===== config.mk =====
export PLATFORM = sky130hd
export DESIGN_NAME = pulse_stretcher
export DESIGN_NICKNAME = d
export VERILOG_FILES = /design/src/rtl/pulse_stretcher.sv
export SDC_FILE = /design/constraint.sdc
export NUM_CORES = 1
export LEC_CHECK = 0
export ABC_AREA = 0
export CAP_MARGIN = 0
export CORE_MARGIN = 2
export CORE_UTILIZATION = 30
export DETAILED_ROUTE_END_ITERATION = 8
export REMOVE_ABC_BUFFERS = 1
export SLEW_MARGIN = 20
export SYNTH_ARGS = -nofsm -noshare
export SYNTH_HDL_FRONTEND = slang
export SYNTH_SLANG_ARGS = --single-unit

===== constraint.sdc =====
create_clock -name clk -period 3.6 [get_ports clk]
set_input_delay 0.9 -clock clk [delete_from_list [all_inputs] [get_ports clk]]
set_output_delay 0.9 -clock clk [all_outputs]
set_load 0.02 [all_outputs]

===== src/rtl/pulse_stretcher.sv =====
//------------------------------------------------------------------------------
// Module   : pulse_stretcher
// Purpose  : Stretches single-cycle event strobes into fixed-length LED pulses
//            separated by a fixed low gap. Late events are queued and replayed.
// Option   : PULSE_STRETCHER_RETRIGGER_EN - a pulse during HIGH reloads the window
// Revision : 1.0 - initial release
//------------------------------------------------------------------------------
`default_nettype none

module pulse_stretcher #(
  parameter int HIGH_CYCLES = 4000000,
  parameter int GAP_CYCLES  = 2000000,
  parameter int PEND_W      = 4
) (
  input  logic              clk,
  input  logic              rst,
  input  logic              pulse_in,
  output logic              led_out,
  output logic              busy,
  output logic [PEND_W-1:0] pending,
  output logic              overflow
);

  localparam int TMR_MAX = (HIGH_CYCLES > GAP_CYCLES) ? HIGH_CYCLES : GAP_CYCLES;
  localparam int TMR_W   = (TMR_MAX < 2) ? 1 : $clog2(TMR_MAX + 1);

  localparam logic [TMR_W-1:0]  C_HIGH_LOAD = TMR_W'(HIGH_CYCLES - 1);
  localparam logic [TMR_W-1:0]  C_GAP_LOAD  = TMR_W'(GAP_CYCLES - 1);
  localparam logic [TMR_W-1:0]  C_TMR_ZERO  = '0;
  localparam logic [TMR_W-1:0]  C_TMR_ONE   = TMR_W'(1);
  localparam logic [PEND_W-1:0] C_PEND_MAX  = '1;
  localparam logic [PEND_W-1:0] C_PEND_ZERO = '0;
  localparam logic [PEND_W-1:0] C_PEND_ONE  = PEND_W'(1);

  typedef enum logic [1:0] {
    ST_IDLE = 2'd0,
    ST_HIGH = 2'd1,
    ST_GAP  = 2'd2
  } state_t;

  state_t             state_q,    state_d;
  logic [TMR_W-1:0]   timer_q,    timer_d;
  logic [PEND_W-1:0]  pending_q,  pending_d;
  logic               overflow_q, overflow_d;
  logic               led_out_q,  led_out_d;
  logic               busy_q,     busy_d;

  logic w_start;
  logic w_queue;
  logic w_consume;

  always_comb begin
    state_d    = state_q;
    timer_d    = timer_q;
    pending_d  = pending_q;
    overflow_d = overflow_q;
    w_start    = 1'b0;
    w_queue    = 1'b0;
    w_consume  = 1'b0;

    case (state_q)
      ST_IDLE: begin
        w_start = 1'b1;
      end
      ST_HIGH: begin
        if (timer_q == C_TMR_ZERO) begin
          state_d = ST_GAP;
          timer_d = C_GAP_LOAD;
        end else begin
          timer_d = timer_q - C_TMR_ONE;
        end
`ifdef PULSE_STRETCHER_RETRIGGER_EN
        // A fresh event restarts the window and never touches the queue.
        if (pulse_in) begin
          state_d = ST_HIGH;
          timer_d = C_HIGH_LOAD;
        end
`else
        w_queue = pulse_in;
`endif
      end
      ST_GAP: begin
        if (timer_q == C_TMR_ZERO) begin
          w_start = 1'b1;
        end else begin
          timer_d = timer_q - C_TMR_ONE;
          w_queue = pulse_in;
        end
      end
      default: begin
        state_d = ST_IDLE;
        timer_d = C_TMR_ZERO;
      end
    endcase

    // Queued events take priority so replay order matches arrival order.
    if (w_start) begin
      if (pending_q != C_PEND_ZERO) begin
        state_d   = ST_HIGH;
        timer_d   = C_HIGH_LOAD;
        w_consume = 1'b1;
        w_queue   = pulse_in;
      end else if (pulse_in) begin
        state_d = ST_HIGH;
        timer_d = C_HIGH_LOAD;
      end else begin
        state_d = ST_IDLE;
        timer_d = C_TMR_ZERO;
      end
    end

    case ({w_queue, w_consume})
      2'b10: begin
        if (pending_q == C_PEND_MAX) begin
          overflow_d = 1'b1;
        end else begin
          pending_d = pending_q + C_PEND_ONE;
        end
      end
      2'b01:   pending_d = pending_q - C_PEND_ONE;
      default: pending_d = pending_q;
    endcase

    led_out_d = (state_d == ST_HIGH);
    busy_d    = (state_d != ST_IDLE);
  end

  always_ff @(posedge clk) begin
    if (rst) begin
      state_q    <= ST_IDLE;
      timer_q    <= C_TMR_ZERO;
      pending_q  <= C_PEND_ZERO;
      overflow_q <= 1'b0;
      led_out_q  <= 1'b0;
      busy_q     <= 1'b0;
    end else begin
      state_q    <= state_d;
      timer_q    <= timer_d;
      pending_q  <= pending_d;
      overflow_q <= overflow_d;
      led_out_q  <= led_out_d;
      busy_q     <= busy_d;
    end
  end

  assign led_out  = led_out_q;
  assign busy     = busy_q;
  assign pending  = pending_q;
  assign overflow = overflow_q;

endmodule

`default_nettype wire

==> results by group, run 1 <==
Setup path
  • Endpoint required time on the critical path: 3770 ps
  • Start-to-end type of the worst setup path: reg2reg
  • Critical path endpoint category: flop
  • Critical path fanouts, max: 7
  • Critical Path AT: 2940 ps
  • Slowest cell on the critical path: sky130_fd_sc_hd__or4_1
  • Cells along the critical path: or4_1 -> nor3b_1 -> a31o_2 -> nand2_1 -> xnor2_1 -> ha_1 -> and2_1 -> a22oi_1 -> mux2_1
  • Peak per-stage delay on the critical path: 620 ps
  • Startpoint type of the worst setup path: flop

Global routing
  • Largest net degree at the start of global routing: 14
  • Wire length of the first global-routing pass: 5330 um
  • Met2 Usage GRT: 16.3%
  • All-layer global routing usage: 11.3%
  • Most Crowded Layer GR: met2
  • Routing usage on met3: 4.00%
  • Overflow left after global routing: 0
  • Vias in the first global route: 1191
  • Routing usage on met1: 14.8%
  • Antenna violations before repair: 0

Die
  • Core Region: 0.00511 mm2
  • Horiz. Die Dim: 76.8 um
  • I/O pin total: 10
  • FP Rows: 26
  • Die Footprint: 0.00590 mm2
  • Y dimension of the die: 76.8 um
  • Initial core utilization: 31.1%

Cells and area
  • Area growth, synth to finish: 18.9%
  • Top library cells by usage in the layout, fill and taps aside: sky130_fd_sc_hd__dfxtp_1, sky130_fd_sc_hd__nor2_1, sky130_fd_sc_hd__o21ai_0
  • Number of fillers in the final layout: 532
  • Final net count: 204
  • Share of post-route cells with drive strength above 1: 9.18%
  • Most common library cell in the layout ignoring fill and taps: sky130_fd_sc_hd__dfxtp_1
  • Antenna fix cells: 0

Placement
  • Number of buffers inserted by port buffering: 9
  • DP HPWL: 2200 um
  • Placer Congestion: 0.755

Clock network
  • CTS HTree Levels: 2
  • Number of buffers created by CTS: 5
  • Maximum number of buffers from clock root to sink: 2
  • CTS tree: done
  • Buffer type at the clock tree root: sky130_fd_sc_hd__clkbuf_8
  • CTS hold repair buffers: 0
  • Sink Count: 31
  • Clock-pin slew of the registers on the worst-case setup and hold paths: 70 ps
  • CTS resizes: 0
  • Clock latency of the later-clocked register in the worst-skew pair: 280 ps
  • Setup repair bufs after CTS: 0

Synthesis
  • Number of flip-flops and latches in the synthesized netlist: 31
  • Number of enable flip-flop cells after synthesis: 0
  • Synth async-reset ratio: 0%
  • Post-synthesis share of cell area spent on full adders, half adders and majority gates: 4.72%
  • Most frequently used flop master after synthesis: sky130_fd_sc_hd__dfxtp_1
  • Main combinational cell family by area after synthesis: simple AND/OR/NAND/NOR gates
  • Netlist area before placement: 0.00159 mm2
  • Sequential area share after synthesis: 39.1%
  • Cells after Synth: 180
  • Multiplexer fraction of the synthesized cell area: 2.28%
  • Synth Area per Inst: 8.83 um2
  • Xor and xnor fraction of the mapped netlist area: 11.0%
  • Count of cell types in the netlist: 42
  • Simple-gate share of the synthesized area: 27.7%
  • Compound-gate portion of the synthesized area: 12.9%
  • Warnings from Yosys: 0

Drt
  • Avg Vias per Cell: 4.93
  • Routed wire per std cell: 11.8 um
  • Remaining DRCs: 0
  • WL final: 3130 um
  • Number of vias in the routed layout: 1312
  • DRT antenna net count: 0
  • First-pass DRT Iterations: 4
  • DR iter-0 viols: 73

STA
  • # setup viols final: 0
  • Sum Neg Setup Slack: 0 ps
  • Crit share post-route: 76.8%
  • Slew at the pin closest to its max-slew limit: 823 ps
  • Worst slew margin: 44.7%
  • RSZ-0062 raised after global routing: no
  • Count of final max-slew check failures: 0
  • Hold Violations, Final: 0
  • Minimum clock period after layout: 2760 ps
  • Clock Skew: 7.29 ps
  • Worst Hold Slack: 470 ps
  • Highest clock frequency the design can meet: 362 MHz

Run status
  • Result of the run: complete, no violations

Power
  • IR Drop Worst-Case VDD: 0.257 mV
  • Power density cells: 868 mW/mm2
  • Leakage power of the design: 0.728 nW
  • Total Power Consumption: 1.64 mW

Hold path
  • Tightest Hold Check Type: reg2reg

Job
  • Number of violations of the max-capacitance limit: 0
## layout make-up
type | count | area [um2] | area share, %
Multi-Input combinational cell | 140 | 932 | 49.3
Timing Repair Buffer | 12 | 113 | 5.96
Sequential cell | 31 | 621 | 32.8
Clock buffer | 6 | 82.6 | 4.37
Clock inverter | 2 | 35.0 | 1.85
Tap cell | 70 | 87.6 | 4.64
Inverter | 5 | 18.8 | 0.993
## logic make-up (layout without fill, tap and decap cells)
logic type | after synthesis | in the layout
compound gates | 30 | 30
xor+xnor | 20 | 20
fa+ha+maj | 6 | 6
buf+inv | 9 | 25
flops | 31 | 31
mux | 3 | 3
simple gates | 81 | 81
## path summary, 6_finish.rpt
kind / slack, ps / startpoint / cells past startpoint / endpoint
setup / recovery: 840 / timer_q[17]$_SDFFE_PP0P_ / 9 / pending[2]$_SDFFE_PP0P_
setup reg to reg: 840 / timer_q[17]$_SDFFE_PP0P_ / 9 / pending[2]$_SDFFE_PP0P_
hold / removal: 470 / overflow$_SDFFE_PP0P_ / 2 / overflow$_SDFFE_PP0P_
hold reg to reg: 470 / overflow$_SDFFE_PP0P_ / 2 / overflow$_SDFFE_PP0P_
## power breakdown
part / total (mW) / internal, mW / leakage (nW) / switching (mW)
combinational: 0.742 / 0.342 / 0.413 / 0.400
sequential: 0.543 / 0.442 / 0.254 / 0.101
clock: 0.355 / 0.224 / 0.0612 / 0.131
total: 1.64 / 1.01 / 0.728 / 0.632
## metrics by stage
stage	cell area (um2)	util, %	std cells	setup WS, ps
after global placement	1770	34.7	258	797
after detailed placement	1770	34.7	258	725
after CTS	1890	37.0	266	840
after floorplan	1570	-	176	965
after global routing	1890	37.0	266	548
final	1890	37.0	266	836
## worst max-delay path, delay by kind of cell (launching register included)
kind	cells	cell delay [ps]
AND/OR/NAND/NOR	4	1160
AO/OA/AOI/OAI	2	480
flip-flops	1	340
multiplexers	1	340
adder cells (fa/ha/maj)	1	190
XOR/XNOR	1	140
## sequential cells by signal, summed over array words and instances, names as in the netlist
name      flops
pending       4
led_out       1
timer_q      22
busy          1
state_q       2
overflow      1
## cell usage after synthesis (2+ instances only)
cell                       instances  area share, %
sky130_fd_sc_hd__and2_1            2           0.79
sky130_fd_sc_hd__nor2b_1           2           0.79
sky130_fd_sc_hd__clkbuf_1          2           0.47
sky130_fd_sc_hd__nor3_1            7            2.2
sky130_fd_sc_hd__and3_1            3            1.2
sky130_fd_sc_hd__nand3_1           4            1.3
sky130_fd_sc_hd__buf_2             2           0.63
sky130_fd_sc_hd__nand3b_1          4            1.9
sky130_fd_sc_hd__dfxtp_1          31             39
sky130_fd_sc_hd__a21oi_1           2           0.63
sky130_fd_sc_hd__nand2b_1          3            1.2
sky130_fd_sc_hd__o21ai_0          14            4.4
sky130_fd_sc_hd__a211oi_1          2           0.94
sky130_fd_sc_hd__ha_1              6            4.7
sky130_fd_sc_hd__inv_1             5            1.2
sky130_fd_sc_hd__nand2_1          11            2.6
sky130_fd_sc_hd__nor3b_1           2           0.94
sky130_fd_sc_hd__or4_1             3            1.4
sky130_fd_sc_hd__xnor2_1          11            6.1
sky130_fd_sc_hd__xor2_1            9            5.0
sky130_fd_sc_hd__a22oi_1           2           0.94
sky130_fd_sc_hd__a31o_2            2            1.1
sky130_fd_sc_hd__nor2_1           27            6.4
sky130_fd_sc_hd__nor4_1            5            2.0
sky130_fd_sc_hd__nand4b_1          2            1.1
## per-layer routing
layer  vias to the layer above  wire [um]
met5                         -          0
met2                        23       1340
li1                        670          -
met3                         5        126
met1                       614       1620
met4                         0         48
Note: power is estimated with default switching activity, not from simulation.
==> run 2, diff against run 1 <==
clock period = 2.8 ns   (was 3.6 ns; I/O delays follow)
==> results by group, run 2 (synthesized netlist as in run 1, its figures left out) <==
STA
  • RSZ-0062 raised after global routing: no (unchanged)
  • Sum Neg Setup Slack: 0 ps (unchanged)
  • Count of final max-slew check failures: 0 (unchanged)
  • Highest clock frequency the design can meet: 393 MHz (was 362 MHz)
  • Crit share post-route: 91.0% (was 76.8%)
  • # setup viols final: 0 (unchanged)
  • Slew at the pin closest to its max-slew limit: 480 ps (was 823 ps)
  • Worst slew margin: 67.8% (was 44.7%)
  • Clock Skew: 6.71 ps (was 7.29 ps)
  • Hold Violations, Final: 0 (unchanged)
  • Minimum clock period after layout: 2550 ps (was 2760 ps)

Clock network
  • CTS tree: done (unchanged)
  • Maximum number of buffers from clock root to sink: 2 (unchanged)
  • Buffer type at the clock tree root: sky130_fd_sc_hd__clkbuf_8 (unchanged)
  • Number of buffers created by CTS: 5 (unchanged)
  • Setup repair bufs after CTS: 0 (unchanged)
  • Clock-pin slew of the registers on the worst-case setup and hold paths: 70 ps (about the same)
  • Sink Count: 31 (unchanged)
  • CTS hold repair buffers: 0 (unchanged)
  • CTS HTree Levels: 2 (unchanged)
  • Clock latency of the later-clocked register in the worst-skew pair: 290 ps (was 280 ps)

Die
  • FP Rows: 26 (unchanged)
  • Core Region: 0.00511 mm2 (unchanged)
  • Initial core utilization: 31.1% (unchanged)
  • Horiz. Die Dim: 76.8 um (unchanged)
  • Y dimension of the die: 76.8 um (unchanged)
  • I/O pin total: 10 (unchanged)
  • Die Footprint: 0.00590 mm2 (unchanged)

Placement
  • DP HPWL: 2280 um (was 2200 um)
  • Number of buffers inserted by port buffering: 9 (unchanged)
  • Placer Congestion: 0.747 (was 0.755)
  • Total placed cells including tap cells: 261 (was 258)
  • Instance area after placement: 0.00179 mm2 (was 0.00177 mm2)

Cells and area
  • Number of fillers in the final layout: 536 (was 532)
  • Area growth, synth to finish: 20.6% (was 18.9%)
  • Flip-flop count of the largest register after layout: 22 (unchanged)
  • Antenna fix cells: 0 (unchanged)
  • Most common library cell in the layout ignoring fill and taps: sky130_fd_sc_hd__dfxtp_1 (unchanged)
  • Largest reg by FF count: timer_q (unchanged)
  • Top library cells by usage in the layout, fill and taps aside: sky130_fd_sc_hd__dfxtp_1, sky130_fd_sc_hd__nor2_1, sky130_fd_sc_hd__o21ai_0 (unchanged)
  • Final Cell Area: 0.00192 mm2 (was 0.00189 mm2)
  • Combined area of the multi-input logic cells: 937 um2 (was 932 um2)
  • Combined flip-flop and latch cell area: 621 um2 (unchanged)
  • Final net count: 207 (was 204)
  • Final instance count without filler cells: 269 (was 266)
  • Util after Layout: 37.5% (was 37.0%)
  • Share of post-route cells with drive strength above 1: 11.1% (was 9.18%)

Power
  • Sequential fraction of design power: 33.0% (was 33.1%)
  • Internal: 1.30 mW (was 1.01 mW)
  • Part of the power in combinational logic: 45.3% (was 45.2%)
  • Power density cells: 1110 mW/mm2 (was 868 mW/mm2)
  • IR Drop Worst-Case VDD: 0.364 mV (was 0.257 mV)
  • Net switching power figure: 0.827 mW (was 0.632 mW)
  • Switching power as a share of total power: 38.8% (was 38.5%)
  • Leakage power of the design: 0.743 nW (was 0.728 nW)
  • Part of the power in the clock network: 21.7% (about the same)

Setup path
  • Critical Path AT: 2730 ps (was 2940 ps)
  • Endpoint required time on the critical path: 2980 ps (was 3770 ps)
  • Critical path fanouts, max: 4 (was 7)
  • Start-to-end type of the worst setup path: reg2reg (unchanged)
  • Startpoint type of the worst setup path: flop (unchanged)
  • Critical path endpoint category: flop (unchanged)

Drt
  • DRT antenna net count: 0 (unchanged)
  • Avg Vias per Cell: 4.87 (was 4.93)
  • WL final: 3250 um (was 3130 um)
  • Remaining DRCs: 0 (unchanged)
  • Routed wire per std cell: 12.1 um (was 11.8 um)
  • DR iter-0 viols: 68 (was 73)
  • First-pass DRT Iterations: 4 (unchanged)
  • Number of vias in the routed layout: 1311 (was 1312)

Global routing
  • Overflow left after global routing: 0 (unchanged)
  • Wire length of the first global-routing pass: 5790 um (was 5330 um)
  • Antenna violations before repair: 0 (unchanged)
  • Largest net degree at the start of global routing: 14 (unchanged)
  • All-layer global routing usage: 12.3% (was 11.3%)
  • Vias in the first global route: 1219 (was 1191)

Run status
  • Result of the run: complete, no violations (unchanged)

Hold path
  • Tightest Hold Check Type: reg2reg (unchanged)

Job
  • Number of violations of the max-capacitance limit: 0 (unchanged)
==> run 2: changes by cell type in the layout (fill, tap and decap cells not counted) <==
cell and change:
sky130_fd_sc_hd__o21ai_1 -1, sky130_fd_sc_hd__buf_4 +3, sky130_fd_sc_hd__nor3b_1 -1, sky130_fd_sc_hd__nor3b_2 +1, sky130_fd_sc_hd__o21ai_0 +1
==> run 2: per-stage QoR <==
stage	hold slack [ps]	total power, mW	worst slack (ps)
after detailed placement	502	1.67	195
after global placement	476	1.67	245
after CTS	524	2.14	175
after global routing	568	2.30	81.3
final	517	2.13	252
after floorplan	486	1.40	165
==> run 2: layer usage <==
layer  wire length [um]  track usage [%]  vias to the layer above
met5                  0                0                        -
met4                 68             6.55                        0
met3                148             4.24                        5
met2               1260             16.1                       23
met1               1760             17.4                      606
li1                   -                -                      677
==> run 2: final timing paths <==
check | from | to | slack (ps) | depth (start not counted)
setup / recovery | timer_q[17]$_SDFFE_PP0P_ | pending[2]$_SDFFE_PP0P_ | 250 | 9
hold / removal | overflow$_SDFFE_PP0P_ | overflow$_SDFFE_PP0P_ | 520 | 2
setup reg to reg | timer_q[17]$_SDFFE_PP0P_ | pending[2]$_SDFFE_PP0P_ | 250 | 9
hold reg to reg | overflow$_SDFFE_PP0P_ | overflow$_SDFFE_PP0P_ | 520 | 2
==> run 2: timing repair <==
action	CTS	global route
resized for setup	0	1
endpoints found under the setup margin	0	1
endpoints found under the hold margin	0	0
==> run 2: power groups by stage <==
stage | Clock (mW) | Sequential (mW) | Combinational (mW)
floorplan | 0 | 0.722 | 0.680
global placement | 0 | 0.707 | 0.960
detailed placement | 0 | 0.708 | 0.958
CTS | 0.472 | 0.699 | 0.966
global route | 0.492 | 0.727 | 1.09
finish | 0.463 | 0.702 | 0.965
==> run 2: cell type report <==
class	count	share of cell area (%)
multi-input combinational	140	48.9
sequential	31	32.4
timing repair buffer	15	7.05
tap	70	4.57
clock buffer	6	4.31
clock inverter	2	1.83
inverter	5	0.979
==> run 2: worst max-delay path, cell delays in order, from the launching register on <==
cell,delay (ps)
sky130_fd_sc_hd__dfxtp_1,340
sky130_fd_sc_hd__or4_1,600
sky130_fd_sc_hd__nor3b_2,240
sky130_fd_sc_hd__a31o_2,190
sky130_fd_sc_hd__nand2_1,80
sky130_fd_sc_hd__xnor2_1,140
sky130_fd_sc_hd__ha_1,200
sky130_fd_sc_hd__and2_1,140
sky130_fd_sc_hd__a22oi_1,180
sky130_fd_sc_hd__mux2_1,330
==> run 3, diff against run 2 <==
CORE_ASPECT_RATIO = 0.9   (was not set)
GPL_ROUTABILITY_DRIVEN = 1   (was not set)
==> results by group, run 3 (synthesized netlist as in run 1, its figures left out) <==
Run status
  • Result of the run: complete, no violations (unchanged)

Setup path
  • Critical Path AT: 2730 ps (about the same)
  • Critical path fanouts, max: 4 (unchanged)
  • Worst reg2reg endpoint: pending[2]$_SDFFE_PP0P_ (unchanged)
  • Start-to-end type of the worst setup path: reg2reg (unchanged)
  • Beginning of the critical path: timer_q[17]$_SDFFE_PP0P_ (unchanged)
  • Register-to-register path setup slack: 240 ps (was 250 ps)
  • Crit path capture: pending[2]$_SDFFE_PP0P_ (unchanged)
  • Startpoint type of the worst setup path: flop (unchanged)
  • R2r worst-path depth: 9 (unchanged)
  • Critical path endpoint category: flop (unchanged)
  • R2R Path Start: timer_q[17]$_SDFFE_PP0P_ (unchanged)
  • Endpoint required time on the critical path: 2970 ps (was 2980 ps)

Cells and area
  • Flip-flop count of the largest register after layout: 22 (unchanged)
  • Final net count: 208 (was 207)
  • Most common library cell in the layout ignoring fill and taps: sky130_fd_sc_hd__dfxtp_1 (unchanged)
  • Final instance count without filler cells: 267 (was 269)
  • Antenna fix cells: 0 (unchanged)
  • Share of post-route cells with drive strength above 1: 11.5% (was 11.1%)
  • Area growth, synth to finish: 20.6% (about the same)
  • Largest reg by FF count: timer_q (unchanged)
  • Util after Layout: 36.9% (was 37.5%)
  • Top library cells by usage in the layout, fill and taps aside: sky130_fd_sc_hd__dfxtp_1, sky130_fd_sc_hd__nor2_1, sky130_fd_sc_hd__o21ai_0 (unchanged)

Drt
  • Avg Vias per Cell: 4.94 (was 4.87)
  • First-pass DRT Iterations: 4 (unchanged)
  • DRT antenna net count: 0 (unchanged)
  • WL final: 3160 um (was 3250 um)
  • Number of vias in the routed layout: 1319 (was 1311)
  • Remaining DRCs: 0 (unchanged)
  • Routed wire per std cell: 11.8 um (was 12.1 um)
  • DR iter-0 viols: 66 (was 68)

Die
  • Core Region: 0.00519 mm2 (was 0.00511 mm2)
  • Y dimension of the die: 73.0 um (was 76.8 um)
  • FP Rows: 25 (was 26)
  • Initial core utilization: 30.6% (was 31.1%)
  • I/O pin total: 10 (unchanged)
  • Die Footprint: 0.00590 mm2 (about the same)
  • Horiz. Die Dim: 80.7 um (was 76.8 um)

STA
  • Hold Violations, Final: 0 (unchanged)
  • Count of final max-slew check failures: 0 (unchanged)
  • Clock Skew: 5.91 ps (was 6.71 ps)
  • Min setup slack post-route: 240 ps (was 252 ps)
  • Slew at the pin closest to its max-slew limit: 397 ps (was 480 ps)
  • Worst slew margin: 73.3% (was 67.8%)
  • RSZ-0062 raised after global routing: no (unchanged)
  • # setup viols final: 0 (unchanged)
  • Highest clock frequency the design can meet: 391 MHz (was 393 MHz)
  • Crit share post-route: 91.4% (was 91.0%)
  • Sum Neg Setup Slack: 0 ps (unchanged)
  • Minimum clock period after layout: 2560 ps (was 2550 ps)

Global routing
  • Antenna violations before repair: 0 (unchanged)
  • Largest net degree at the start of global routing: 14 (unchanged)
  • Vias in the first global route: 1054 (was 1219)
  • All-layer global routing usage: 11.1% (was 12.3%)
  • Wire length of the first global-routing pass: 4970 um (was 5790 um)
  • Overflow left after global routing: 0 (unchanged)

Clock network
  • Clock latency of the later-clocked register in the worst-skew pair: 290 ps (about the same)
  • Maximum number of buffers from clock root to sink: 2 (unchanged)
  • CTS tree: done (unchanged)
  • CTS HTree Levels: 2 (unchanged)
  • Number of buffers created by CTS: 5 (unchanged)
  • Buffer type at the clock tree root: sky130_fd_sc_hd__clkbuf_8 (unchanged)
  • Clock-pin slew of the registers on the worst-case setup and hold paths: 70 ps (about the same)
  • Sink Count: 31 (unchanged)

Placement
  • Number of buffers inserted by port buffering: 9 (unchanged)
  • Total placed cells including tap cells: 259 (was 261)
  • Setup WS pre-CTS: 168 ps (was 195 ps)
  • Placer Congestion: 0.804 (was 0.747)
  • DP HPWL: 2250 um (was 2280 um)

Power
  • IR Drop Worst-Case VDD: 0.394 mV (was 0.364 mV)
  • Leakage power of the design: 0.745 nW (was 0.743 nW)
  • Total Power Consumption: 2.12 mW (was 2.13 mW)
  • Power density cells: 1110 mW/mm2 (about the same)

Job
  • Number of violations of the max-capacitance limit: 0 (unchanged)

Hold path
  • Cell count of the worst hold path: 2 (unchanged)
  • Hold path start: overflow$_SDFFE_PP0P_ (unchanged)
  • Tightest Hold Check Type: reg2reg (unchanged)
==> run 3: cell count changes in the layout (fill, tap and decap cells not counted), sizes merged <==
cell	change
buf	+1
clkbuf	-1
clkinv	+1
==> run 3: layer usage <==
metal / vias up / GRT usage, % / share of wire (%)
met4: 0 / 5.08 / 1.3
met1: 614 / 15.1 / 53
met3: 4 / 3.71 / 3.3
met2: 24 / 15.6 / 43
li1: 677 / - / -
met5: - / 0 / 0
==> run 3: final cells by class <==
type                       instances  area [um2]
fill                             535        3280
multi-input combinational        140         937
sequential                        31         621
timing repair buffer              16         143
tap                               67        83.8
clock buffer                       5        68.8
clock inverter                     3        43.8
inverter                           5        18.8
==> run 3: how the worst min path moves through the flow <==
stage,to
finish,overflow$_SDFFE_PP0P_
global route,overflow$_SDFFE_PP0P_
CTS,overflow$_SDFFE_PP0P_
detailed placement,overflow$_SDFFE_PP0P_
global placement,overflow$_SDFFE_PP0P_
floorplan,timer_q[9]$_SDFFE_PP0P_
==> run 3: through the flow <==
stage	hold slack, ps	cell area, um2
after floorplan	486	1570
after global placement	484	1800
after detailed placement	472	1800
after CTS	488	1910
after global routing	525	1920
final	493	1920
==> run 3: critical path, stage by stage (launching register included) <==
cell	delay, ps
sky130_fd_sc_hd__dfxtp_1	330
sky130_fd_sc_hd__or4_1	610
sky130_fd_sc_hd__nor3b_2	250
sky130_fd_sc_hd__a31o_2	190
sky130_fd_sc_hd__nand2_1	80
sky130_fd_sc_hd__xnor2_1	140
sky130_fd_sc_hd__ha_1	190
sky130_fd_sc_hd__nor4_1	220
sky130_fd_sc_hd__a22oi_1	100
sky130_fd_sc_hd__mux2_1	310
==> run 3: power by group <==
| group | internal, mW | total [mW] | switching [mW] |
|---|---|---|---|
| clock | 0.265 | 0.440 | 0.176 |
| sequential | 0.568 | 0.699 | 0.130 |
| combinational | 0.458 | 0.979 | 0.521 |
| total | 1.29 | 2.12 | 0.827 |
==> run 3: what timing repair did <==
item | in CTS | in global routing
buffers inserted | 0 | 0
resized for setup | 0 | 1
hold buffers | 0 | 0
endpoints found under the setup margin | 0 | 1
